## src/rtl/blink_sense.sv

```systemverilog
// rtl/blink_sense.sv - blink input half-period meter with stall timeout (optional lock: BLINK_SENSE_LOCK_EN)
module blink_sense #(
    parameter logic [31:0] TIMEOUT = 32'd50_000_000,
    parameter int unsigned LOCK_N  = 4,
    parameter logic [31:0] TOL     = 32'd2
) (
    input  logic        clk,
    input  logic        rst,
    input  logic        in,
    output logic [31:0] period,
    output logic        valid,
    output logic        level,
    output logic        timeout,
    output logic        locked
);

    typedef enum logic {IDLE = 1'b0, MEASURE = 1'b1} state_t;

    state_t      state, state_nxt;
    logic        s1, s2, s3;
    logic        edge_det;
    logic [31:0] cnt, cnt_nxt;
    logic [31:0] period_nxt;
    logic        valid_nxt;
    logic        timeout_nxt;

    assign edge_det = s2 ^ s3;
    assign level    = s2;

    always_ff @(posedge clk or negedge rst) begin
        if (!rst) begin
            s1 <= 1'b0;
            s2 <= 1'b0;
            s3 <= 1'b0;
        end else begin
            s1 <= in;
            s2 <= s1;
            s3 <= s2;
        end
    end

    // An edge always wins over a coincident timeout, so period can equal TIMEOUT.
    always_comb begin
        state_nxt   = state;
        cnt_nxt     = cnt;
        period_nxt  = period;
        valid_nxt   = 1'b0;
        timeout_nxt = timeout;
        case (state)
            IDLE: begin
                cnt_nxt = '0;
                if (edge_det) begin
                    state_nxt   = MEASURE;
                    timeout_nxt = 1'b0;
                end
            end
            MEASURE: begin
                if (edge_det) begin
                    period_nxt = cnt + 32'd1;
                    valid_nxt  = 1'b1;
                    cnt_nxt    = '0;
                end else if (cnt == TIMEOUT - 32'd1) begin
                    state_nxt   = IDLE;
                    timeout_nxt = 1'b1;
                    cnt_nxt     = '0;
                end else begin
                    cnt_nxt = cnt + 32'd1;
                end
            end
            default: begin
                state_nxt = IDLE;
                cnt_nxt   = '0;
            end
        endcase
    end

    always_ff @(posedge clk or negedge rst) begin
        if (!rst) begin
            state   <= IDLE;
            cnt     <= '0;
            period  <= '0;
            valid   <= 1'b0;
            timeout <= 1'b0;
        end else begin
            state   <= state_nxt;
            cnt     <= cnt_nxt;
            period  <= period_nxt;
            valid   <= valid_nxt;
            timeout <= timeout_nxt;
        end
    end

`ifdef BLINK_SENSE_LOCK_EN
    localparam int unsigned    SW       = $clog2(LOCK_N + 1);
    localparam logic [SW-1:0]  LOCK_MAX = SW'(LOCK_N);

    logic [SW-1:0] stab, stab_nxt;
    logic          primed, primed_nxt;
    logic [31:0]   diff;

    // The first measurement after arming has no meaningful predecessor.
    always_comb begin
        stab_nxt   = stab;
        primed_nxt = primed;
        diff       = (period_nxt >= period) ? (period_nxt - period) : (period - period_nxt);
        if (state_nxt == IDLE) begin
            stab_nxt   = '0;
            primed_nxt = 1'b0;
        end else if (valid_nxt) begin
            if (!primed) begin
                primed_nxt = 1'b1;
            end else if (diff <= TOL) begin
                if (stab != LOCK_MAX) begin
                    stab_nxt = stab + SW'(1);
                end
            end else begin
                stab_nxt = '0;
            end
        end
    end

    always_ff @(posedge clk or negedge rst) begin
        if (!rst) begin
            stab   <= '0;
            primed <= 1'b0;
            locked <= 1'b0;
        end else begin
            stab   <= stab_nxt;
            primed <= primed_nxt;
            locked <= (stab_nxt == LOCK_MAX);
        end
    end
`else
    logic unused_cfg;
    assign unused_cfg = ^{LOCK_N, TOL};
    assign locked     = 1'b0;
`endif

endmodule

```

## config.mk

```make
export PLATFORM = sky130hd
export DESIGN_NAME = blink_sense
export DESIGN_NICKNAME = d
export VERILOG_FILES = /design/src/rtl/blink_sense.sv
export SDC_FILE = /design/constraint.sdc
export NUM_CORES = 1
export LEC_CHECK = 0
export BUFFER_PORTS_ARGS = -buffer_cell sky130_fd_sc_hd__buf_2
export CORE_MARGIN = 2
export CORE_UTILIZATION = 42
export CTS_BUF_LIST = sky130_fd_sc_hd__clkbuf_8
export CTS_CLUSTER_DIAMETER = 80
export DETAILED_ROUTE_END_ITERATION = 8
export SLEW_MARGIN = 20
export SYNTH_ARGS = -nofsm -noshare
export SYNTH_HDL_FRONTEND = slang
export SYNTH_SLANG_ARGS = --single-unit
```

## constraint.sdc

```tcl
create_clock -name clk -period 2.87 [get_ports clk]
set_clock_uncertainty 0.15 [all_clocks]
set_input_delay 0.287 -clock clk [delete_from_list [all_inputs] [get_ports clk]]
set_output_delay 0.287 -clock clk [all_outputs]
set_load 0.005 [all_outputs]
```

* After elaboration in Yosys (flattened, before gate mapping)
Cells that the tools add are included.
** Operators by class
- Equal/unequal tests :: 4
- Div/mod/pow operators :: 0
- Muxes and demuxes :: 12
- Bitwise operators :: 2
- Reductions and logical operators :: 2
- Shift-type cells :: 0
- $add $sub $neg :: 1
- Multiply operators :: 0
- Order comparisons :: 0
** Operators by type and width (number)
- 32-bit two-way mux :: 2
- 32-bit one-hot mux with 2 select lines :: 1
- 32-bit by 1-bit adder with 32-bit output (second input constant) :: 1
- 32-bit by 26-bit equality test with 1-bit output (second input constant) :: 1
- 1-bit two-way mux :: 7
- 2-bit inequality test (second input constant) :: 2
- 1-bit one-hot mux with 2 select lines :: 2
- 3-bit AND reduction :: 1
- 2-bit by 1-bit inequality test with 1-bit output (second input constant) :: 1
- 2-bit AND reduction :: 1
- 1-bit inverter :: 1
- 1-bit bitwise XOR :: 1
** Storage, ports and cells
- Output and inout bits :: 36
- Memories :: 0
- Memory bits (read-only) :: 0
- Input port bits :: 3
- RAM bits :: 0
- Flip-flop bits (word level) :: 70
- Logic and storage cells :: 29
- Latch bits :: 0

* Logic depth before layout (Yosys ltp)
Gate-level depths: netlist of run 1.
- Word-level depth :: 4
- Depth in mapped cells :: 8
- Gate-level depth less buffers :: 6

* Worst setup path after synthesis of run 1
Ideal clock, no wire load.
- Path type :: reg-to-reg
- From :: register cnt[0]
- To :: register cnt[24]
- Clock period less this slack :: 1.809 ns
- Setup time :: 0.122 ns
- Required time :: 2.598 ns
- Arrival :: 1.537 ns
- Path slack :: 1.061 ns
- Buffers on the path :: 2
- Cell stages (with the launch flop) :: 9
- Path through :: dfrtp_1 ha_1 nand4_1 nor4_1 nand4_1 nand3_1 buf_4 buf_6 nor2_1
** On the way
- Longest elaborated chain between the ends :: 4
- Elaborated cells between the ends (all ways) :: 5
- Classes of those cells :: 1 x add/sub; 1 x eq/ne; 3 x mux
** RTL lines
- start: declaration :: line 22 : logic [31:0] cnt, cnt_nxt;
- start signal: assignment :: line 86 : cnt <= cnt_nxt;
- 32-bit by 1-bit adder with 32-bit output or 32-bit by 26-bit equality test with 1-bit output (tied branches) :: line 67, 62
- 32-bit two-way mux (*) :: line 62 : end else if (cnt == TIMEOUT - 32'd1) begin
- 32-bit two-way mux (*) :: line 58 : if (edge_det) begin
- 32-bit one-hot mux with 2 select lines (*) :: line 49 : case (state)
- via cnt_nxt[24] :: line 22
The timed path passes the listed nets; every way through them passes the cells marked *.
A chain may end at the register's enable or synchronous reset.

* Worst setup path after layout of run 1
- From :: register cnt[0]
- To :: register period[22]
** On the way
- Longest elaborated chain between the ends :: 1
** RTL lines
- 32-bit by 1-bit adder with 32-bit output :: line 59 : period_nxt = cnt + 32'd1;
- end signal: assignment :: line 87 : period <= period_nxt;
- end: declaration :: line 10 : output logic [31:0] period,
Every way passes these cells.

==> results of run 1 <==
==> sequential cells by signal, summed over array words and instances, names as in the netlist <==
signal and flops:
state 1, level 1, s1 1, valid 1, period 32, cnt 32, s3 1, timeout 1
==> path summary, 6_finish.rpt <==
kind	slack (ns)	to	from
hold reg to reg	0.20	level	s1
hold / removal	0.20	level	s1
setup reg to reg	0.75	period[22]	cnt[0]
max in group asynchronous	1.55	cnt[2]	rst
min in group asynchronous	0.37	period[20]	rst
setup / recovery	0.75	period[22]	cnt[0]
==> placed cells by master, fill, tap and decap left out, drive strengths merged, types with 2 or more instances in the layout <==
cell	netlist	layout
nand3	10	10
or2	2	2
clkbuf	8	12
dfrtp	70	70
nor4b	2	2
nand4	15	15
nor3	5	5
and3	3	3
nor2	38	38
inv	2	3
buf	5	40
nor4	8	8
xnor2	13	13
o21ai	34	34
and4	5	5
xor2	19	19
and2	2	2
dlygate4sd3	0	2
nand2	47	47
==> cell families after synthesis <==
family / synth area share
DFF: 0.5643
buffers and inverters: 0.03305
and+or+nand+nor: 0.2499
adders and majority gates: 0.004030
AOI/OAI and AO/OA: 0.05724
other: 0.001208
xor gates and xnor gates: 0.09029
==> area by class of cell <==
| class | instances | area (um^2) |
|---|---|---|
| clock buffers | 12 | 165.2 |
| clock inverters | 2 | 8.758 |
| fillers | 693 | 3665 |
| inverters | 2 | 7.507 |
| multi-input cells | 207 | 1252 |
| flip-flops and latches | 70 | 1752 |
| well taps | 99 | 123.9 |
| repair buffers | 42 | 240.2 |
==> power by group <==
| part | leakage [nW] | internal, mW | switching (mW) | total (mW) |
|---|---|---|---|---|
| logic | 0.653 | 0.0320 | 0.0810 | 0.113 |
| clock network | 0.0955 | 0.370 | 0.333 | 0.704 |
| registers | 0.957 | 1.01 | 0.0147 | 1.02 |
| total | 1.71 | 1.41 | 0.429 | 1.84 |
==> repair_timing <==
item | 4_1_cts | 5_1_grt
hold endpoints to repair | 30 | 0
hold buffers | 2 | 0
endpoints found under the setup margin | 0 | 0
==> per-stage QoR <==
step | hold slack, ns | power, mW | setup WS (ns)
after floorplan | -0.1586 | 1.112 | 1.061
after global placement | 0.1862 | 1.156 | 0.7627
after detailed placement | 0.1895 | 1.158 | 0.7574
after CTS | 0.2049 | 1.863 | 0.7531
after global routing | 0.2048 | 1.928 | 0.5694
final | 0.2018 | 1.841 | 0.7469
==> per-layer routing <==
layer,up-vias,wire [um],share of wire,GRT usage
met2,36,2718,0.46,0.2544
met3,8,226,0.039,0.04359
met5,-,0,0,0
li1,1066,-,-,-
met1,1036,2835,0.48,0.2199
met4,0,78,0.013,0.05385
==> results by group, run 1 <==
Run status
  – Run status: finished, final reports clean

Timing
  – Period Utilization, post-route: 0.7397
  – Max Slew Vio Count: 0
  – Worst slew slack as a fraction of its limit: 0.5098
  – Upper clock frequency limit: ~470 MHz
  – Setup TNS Final: 0 ns
  – Minimum clock period after layout: about 2.1 ns
  – Unrepaired setup endpoints after global routing: no
  – Final Setup Violations: 0
  – Final hold violations: 0
  – Transition time of the tightest slew-check pin: approximately 0.74 ns

Placed design
  – Routability cong.: 0.8597
  – Post-detail-place hpwl: 4220 um
  – Placed insts: between 400 and 500
  – Total placed instance area: ~3400 um^2
  – Count of input and output buffers: 37

Yosys
  – Count of different cell masters after synthesis: 38
  – Synth Area per Inst: 10.59 um^2
  – Fraction of registers with async set/reset: 1.000
  – Net count of the mapped netlist: roughly 300
  – Top flip-flop cell by instance count after synthesis: dfrtp_1
  – EDFF count, synth: 0
  – Yosys warning count: 0
  – Flip-flop and latch count after synthesis: 70
  – Library cell occupying the most area in the post-synthesis netlist: dfrtp_1
  – Top post-synthesis cells by area: dfrtp_1 (56%), nand2_1 (5.7%), xor2_1 (5.4%), nor2_1 (4.6%), o21ai_0 (3.9%)
  – Area of the mapped netlist: about 3100 um^2
  – Top-area cell type share of the netlist area: 0.5643
  – Proportion of synthesized chip area in sequential cells: 0.5643
  – Post-synth top cells: dfrtp_1 (70), nand2_1 (47), nor2_1 (38)
  – Cell with the most instances after synthesis: dfrtp_1
  – Gate count of the mapped netlist: about 300

Clock tree
  – Number of CTS-inserted buffers: 9
  – CTS Root Cell: clkbuf_8
  – CTS tree: yes
  – Post-CTS Resized: 0
  – Insertion delay of the later-clocked pin in the worst-skew pair: roughly 0.34 ns
  – Clock-pin slew on the worst setup and hold paths: about 0.07 ns
  – Bufs on Longest Clock Path: 2
  – Count of clock tree sinks: 70
  – Postcts setup bufs: 0
  – Level count of the clock H-tree: 3

Layout
  – Share of final-layout standard cells stronger than drive strength 1: 0.2060
  – Post-Route Utilization: 0.4920
  – Ant diodes: 0
  – Area Overhead vs Synth: 14.35%
  – Non-Filler Cell Area, Final: roughly 3500 um^2
  – Final Non-Filler Cells: ~430
  – Layout Nets: between 300 and 400

Route
  – Remaining antenna violation count: 0
  – Average wire per standard cell: roughly 14 um
  – Routed via count: ~2100
  – Detailed-router iteration count before antenna repair: 4
  – Via-per-instance ratio: between 4 and 5
  – Remaining design rule violation count: 0
  – DRC marker count from the first detailed-route iteration: between 80 and 90
  – Total wire length after detailed routing: about 6000 um

Setup path
  – Startpoint type of the worst setup path: register
  – Worst Path Required: 2.93 ns
  – Critical-path cell list: ha_1 > nand4_1 > nor4_1 > nand3_1 > xor2_1 > o21ai_1
  – Setup crit end kind: register
  – R2R depth: 6
  – Biggest cell delay along the critical path: roughly 0.58 ns
  – Instance count on the critical path: 6
  – Slowest CP cell: nor4_1
  – Worst Path Arrival: between 2 and 2.5 ns
  – CP bufs+invs: 0
  – Category of the most critical setup path: reg -> reg
  – Worst Path Max Fanout: 4
  – Crit path max-delay family: simple AND/OR/NAND/NOR gates

Floorplanning
  – Die X: 89.97 um
  – Top-level port count: 39
  – Area of the placeable core: 7214 um^2
  – Die Outline Area: a little over 8000 um^2
  – Standard-cell rows: 31
  – Height of the die: between 80 and 90 um
  – Starting Density: 0.4303

Global route
  – Total Routing Usage GR: 0.1620
  – Maximum number of pins on one net before global-route repair: 42
  – Global-route wire length before repair: ~10000 um
  – Number of antenna violations at the first check in global routing: 0
  – Via count of the first global-routing pass: ~2100
  – Global-route congestion overflow total: 0

Pwr
  – Leakage power figure: between 1.5 and 2 nW
  – Total power divided by cell area: a little over 500 nW/um^2
  – Max rail drop VDD: between 0.0003 and 0.0004 V

Hold path
  – Number of stages on the worst hold path: 0
  – Hold Path Class: reg -> reg

Flow run
  – Max cap viols: 0
(Power assumes the default switching activity.)
==> inputs of run 2 (changes only) <==
--- a/config.mk
+++ b/config.mk
@@ -5,6 +5,7 @@
 export SDC_FILE = /design/constraint.sdc
 export NUM_CORES = 1
 export LEC_CHECK = 0
+export ABC_AREA = 1
 export BUFFER_PORTS_ARGS = -buffer_cell sky130_fd_sc_hd__buf_2
 export CORE_MARGIN = 2
 export CORE_UTILIZATION = 42
==> constraint.sdc (replaced) <==
create_clock -name clk -period 1.7 [get_ports clk]
set_clock_uncertainty 0.15 [all_clocks]
set_input_delay 0.17 -clock clk [delete_from_list [all_inputs] [get_ports clk]]
set_output_delay 0.17 -clock clk [all_outputs]
set_load 0.005 [all_outputs]
==> run 2 against run 1 <==
Against the previous run: the run now ends with negative setup slack left; final cell count rose by 41%; non-clock buffer count rose by 18; register-to-register slack got worse by 0.80 ns; total power rose by 74%; wire length rose by 30%; worst hold slack got worse by 0.0058 ns; flip-flop and latch count did not move; maximum frequency rose by 21%; combinational power rose by 81%; utilization rose by 3.7 points; worst setup slack got worse by 0.80 ns.
==> results by group, run 2 <==
Run status
  – Run status: finished with violations (was finished, final reports clean)
  – Violations in the final reports: negative setup slack

Timing
  – Minimum clock period after layout: 1.754 ns (was 2.123 ns)
  – Setup WS post-layout: -0.05376 ns (was 0.7469 ns)
  – Post-route worst hold slack: 0.1960 ns (was 0.2018 ns)
  – Upper clock frequency limit: 570.2 MHz (was 471.0 MHz)
  – Max Slew Vio Count: 0 (unchanged)
  – Period Utilization, post-route: 1.032 (was 0.7397)
  – Unrepaired setup endpoints after global routing: yes (was no)
  – Final Setup Violations: 29 (was 0)
  – Final hold violations: 0 (unchanged)
  – Setup TNS Final: -1.086 ns (was 0 ns)

Pwr
  – Total power divided by cell area: 748.0 nW/um^2 (was 518.5 nW/um^2)
  – Clk network pwr share: 0.405 (was 0.382)
  – Leakage power figure: 2.146 nW (was 1.705 nW)
  – Share of total power in combinational logic: 0.064 (was 0.061)
  – Max rail drop VDD: 0.0004393 V (was 0.0003182 V)
  – Switching power share of the total: 0.2315 (was 0.2330)
  – Post-route total power: 3.203 mW (was 1.841 mW)
  – Part of the power in registers: 0.531 (was 0.556)
  – Switching power: 0.7415 mW (was 0.4289 mW)
  – Pint: 2.462 mW (was 1.412 mW)

Global route
  – Global-route wire length before repair: 12380 um (was 10480 um)
  – Global-route congestion overflow total: 0 (unchanged)
  – Number of antenna violations at the first check in global routing: 0 (unchanged)
  – Maximum number of pins on one net before global-route repair: 71 (was 42)
  – Via count of the first global-routing pass: 2503 (was 2116)
  – Total Routing Usage GR: 0.1820 (was 0.1620)

Setup path
  – Critical-path cell list: ha_2 > nand2_2 > nor2_4 > nand3b_1 > nor2_1 > nand2_2 > nand3_4 > buf_12 > nor2_1 (was ha_1 > nand4_1 > nor4_1 > nand3_1 > xor2_1 > o21ai_1)
  – Instance count on the critical path: 9 (was 6)
  – Slowest CP cell: dfrtp_1 (was nor4_1)
  – Critical register-to-register path startpoint: cnt[0] (unchanged)
  – Worst Path Arrival: 1.83 ns (was 2.18 ns)
  – Startpoint type of the worst setup path: register (unchanged)
  – Category of the most critical setup path: reg -> reg (unchanged)
  – R2R depth: 9 (was 6)
  – Setup crit end kind: register (unchanged)
  – Crit path max-delay family: simple AND/OR/NAND/NOR gates (unchanged)
  – Worst Path Max Fanout: 8 (was 4)
  – Worst Path Required: 1.77 ns (was 2.93 ns)
  – CP bufs+invs: 1 (was 0)
  – Biggest cell delay along the critical path: 0.36 ns (was 0.58 ns)
  – Origin of the worst setup path: cnt[0] (unchanged)

Route
  – DRC marker count from the first detailed-route iteration: 118 (was 88)
  – Routed via count: 2756 (was 2146)
  – Total wire length after detailed routing: 7635 um (was 5860 um)
  – Average wire per standard cell: 12.50 um (was 13.50 um)
  – Detailed-router iteration count before antenna repair: 4 (unchanged)
  – Remaining design rule violation count: 0 (unchanged)
  – Via-per-instance ratio: 4.511 (was 4.945)
  – Remaining antenna violation count: 0 (unchanged)

Yosys
  – Gate count of the mapped netlist: 441 (was 293)
  – Xor/xnor share of the synthesized area: 0.04073 (was 0.09029)
  – Top-area cell type share of the netlist area: 0.5091 (was 0.5643)
  – Top flip-flop cell by instance count after synthesis: dfrtp_1 (unchanged)
  – Main combinational cell family by area after synthesis: simple AND/OR/NAND/NOR gates (unchanged)
  – Area of the mapped netlist: 3441 um^2 (was 3104 um^2)
  – Count of different cell masters after synthesis: 24 (was 38)
  – Post-synthesis compound-gate area fraction: 0.01673 (was 0.05723)
  – Synth Area in Simple Gates: 0.3629 (was 0.2499)
  – Library cell occupying the most area in the post-synthesis netlist: dfrtp_1 (unchanged)
  – EDFF count, synth: 0 (unchanged)
  – Top post-synthesis cells by area: dfrtp_1 (51%), nand2_1 (19%), nor2_1 (7.6%), inv_1 (4.5%), xor2_1 (3.3%) (was dfrtp_1 (56%), nand2_1 (5.7%), xor2_1 (5.4%), nor2_1 (4.6%), o21ai_0 (3.9%))
  – Post-synth top cells: nand2_1 (173), dfrtp_1 (70), nor2_1 (70) (was dfrtp_1 (70), nand2_1 (47), nor2_1 (38))
  – Synth Area per Inst: 7.802 um^2 (was 10.59 um^2)
  – Portion of netlist area occupied by mux cells: 0 (unchanged)
  – Proportion of synthesized chip area in sequential cells: 0.5091 (was 0.5643)
  – Adder-cell area share of the yosys netlist: 0.003636 (was 0.004031)
  – Cell with the most instances after synthesis: nand2_1 (was dfrtp_1)
  – Fraction of registers with async set/reset: 1.000 (unchanged)
  – Yosys warning count: 0 (unchanged)
  – Net count of the mapped netlist: 445 (was 297)
  – Flip-flop and latch count after synthesis: 70 (unchanged)

Layout
  – Ant diodes: 0 (unchanged)
  – Area Overhead vs Synth: 24.47% (was 14.35%)
  – Largest registers: cnt: 32 flops, period: 32 flops (unchanged)
  – Most common library cell in the layout ignoring fill and taps: nand2_1 (was dfrtp_1)
  – Final Non-Filler Cells: 611 (was 434)
  – Count of filler cells inserted in the layout: 817 (was 693)
  – Layout Nets: 506 (was 336)
  – Share of final-layout standard cells stronger than drive strength 1: 0.2628 (was 0.2060)
  – Commonest cells after routing, fill and taps aside: nand2_1 (162), dfrtp_1 (65), nor2_1 (57) (was dfrtp_1 (70), nand2_1 (46), nor2_1 (38))

Placed design
  – Worst slack at placement: -0.04952 ns (was 0.7574 ns)
  – Count of input and output buffers: 37 (unchanged)
  – Post-detail-place hpwl: 5304 um (was 4220 um)
  – Placed insts: 581 (was 418)
  – Routability cong.: 0.8826 (was 0.8597)

Hold path
  – Number of stages on the worst hold path: 0 (unchanged)
  – Hold Path Class: reg -> reg (unchanged)
  – Critical hold path startpoint: s1 (unchanged)

Clock tree
  – CTS Root Cell: clkbuf_8 (unchanged)
  – Bufs on Longest Clock Path: 2 (unchanged)
  – Level count of the clock H-tree: 3 (unchanged)
  – CTS tree: yes (unchanged)
  – Clock-pin slew on the worst setup and hold paths: 0.07 ns (about the same)
  – Number of CTS-inserted buffers: 9 (unchanged)
  – Count of clock tree sinks: 70 (unchanged)
  – Insertion delay of the later-clocked pin in the worst-skew pair: 0.34 ns (about the same)

Floorplanning
  – Die X: 94.51 um (was 89.97 um)
  – Height of the die: 94.51 um (was 89.97 um)
  – Area of the placeable core: 8093 um^2 (was 7214 um^2)
  – Top-level port count: 39 (unchanged)
  – Die Outline Area: 8932 um^2 (was 8095 um^2)
  – Standard-cell rows: 33 (was 31)
  – Starting Density: 0.4252 (was 0.4303)

Flow run
  – Max cap viols: 0 (unchanged)
-- run 2: cell types whose count changed after synthesis, moves of 5 or more --
cell,change
o21ai_1,-10
nor2_2,+5
o21ai_0,-14
nand4_1,-12
nand2_1,+126
xor2_1,-6
clkbuf_1,-5
nand3_1,+12
nor2_1,+32
nor2_4,+9
inv_1,+39
xnor2_1,-10
-- run 2: layer usage --
| metal | up-vias | track usage | share of wire |
|---|---|---|---|
| met4 | 0 | 0.05072 | 0.010 |
| met1 | 1255 | 0.2577 | 0.48 |
| met2 | 51 | 0.2792 | 0.46 |
| li1 | 1445 | - | - |
| met3 | 5 | 0.04549 | 0.048 |
| met5 | - | 0 | 0 |
-- run 2: power by group through the flow --
stage                     clock [mW]  sequential, mW  combinational, mW
after floorplan                    0            1.73             0.0898
after global placement             0            1.73              0.186
after detailed placement           0            1.73              0.188
after CTS                       1.34            1.70              0.192
after global routing            1.42            1.70              0.231
final                           1.30            1.70              0.205
-- run 2: layout make-up --
class	count	area (um^2)	share of cell area
Multi-Input combinational cell	320	1620	0.3783
Tap cell	105	131.4	0.03067
Inverter	41	153.9	0.03593
Timing Repair Buffer	60	430.4	0.1005
Clock buffer	10	137.6	0.03214
Sequential cell	70	1758	0.4105
Clock inverter	5	51.30	0.01198
-- run 2: final timing paths --
check	slack, ns	to
max reg2reg	-0.05	cnt[4]
min in group asynchronous	0.23	level
min reg2reg	0.20	level
max	-0.05	cnt[4]
min	0.20	level
max in group asynchronous	0.86	cnt[19]
-- run 2: cells by family after synthesis --
family          count (synthesis)
buf+inv                        51
simple gates                  291
flops                          70
other cells                     1
fa+ha+maj                       1
compound gates                 11
xor+xnor                       16
-- run 2: timing repair --
action                                  CTS  global route
endpoints found under the hold margin    71             0
resized for setup                         4            43
endpoints found under the setup margin    4            53
hold buffers                              2             0
cloned                                    0             1
pin swaps                                 4            16
setup buffers                             1            11
-- run 2: metrics by stage --
| stage | area (um^2) | util |
|---|---|---|
| after floorplan | 3441 | - |
| after global placement | 3795 | 0.4689 |
| after detailed placement | 3795 | 0.4689 |
| after CTS | 4026 | 0.4975 |
| after global routing | 4283 | 0.5292 |
| final | 4283 | 0.5292 |
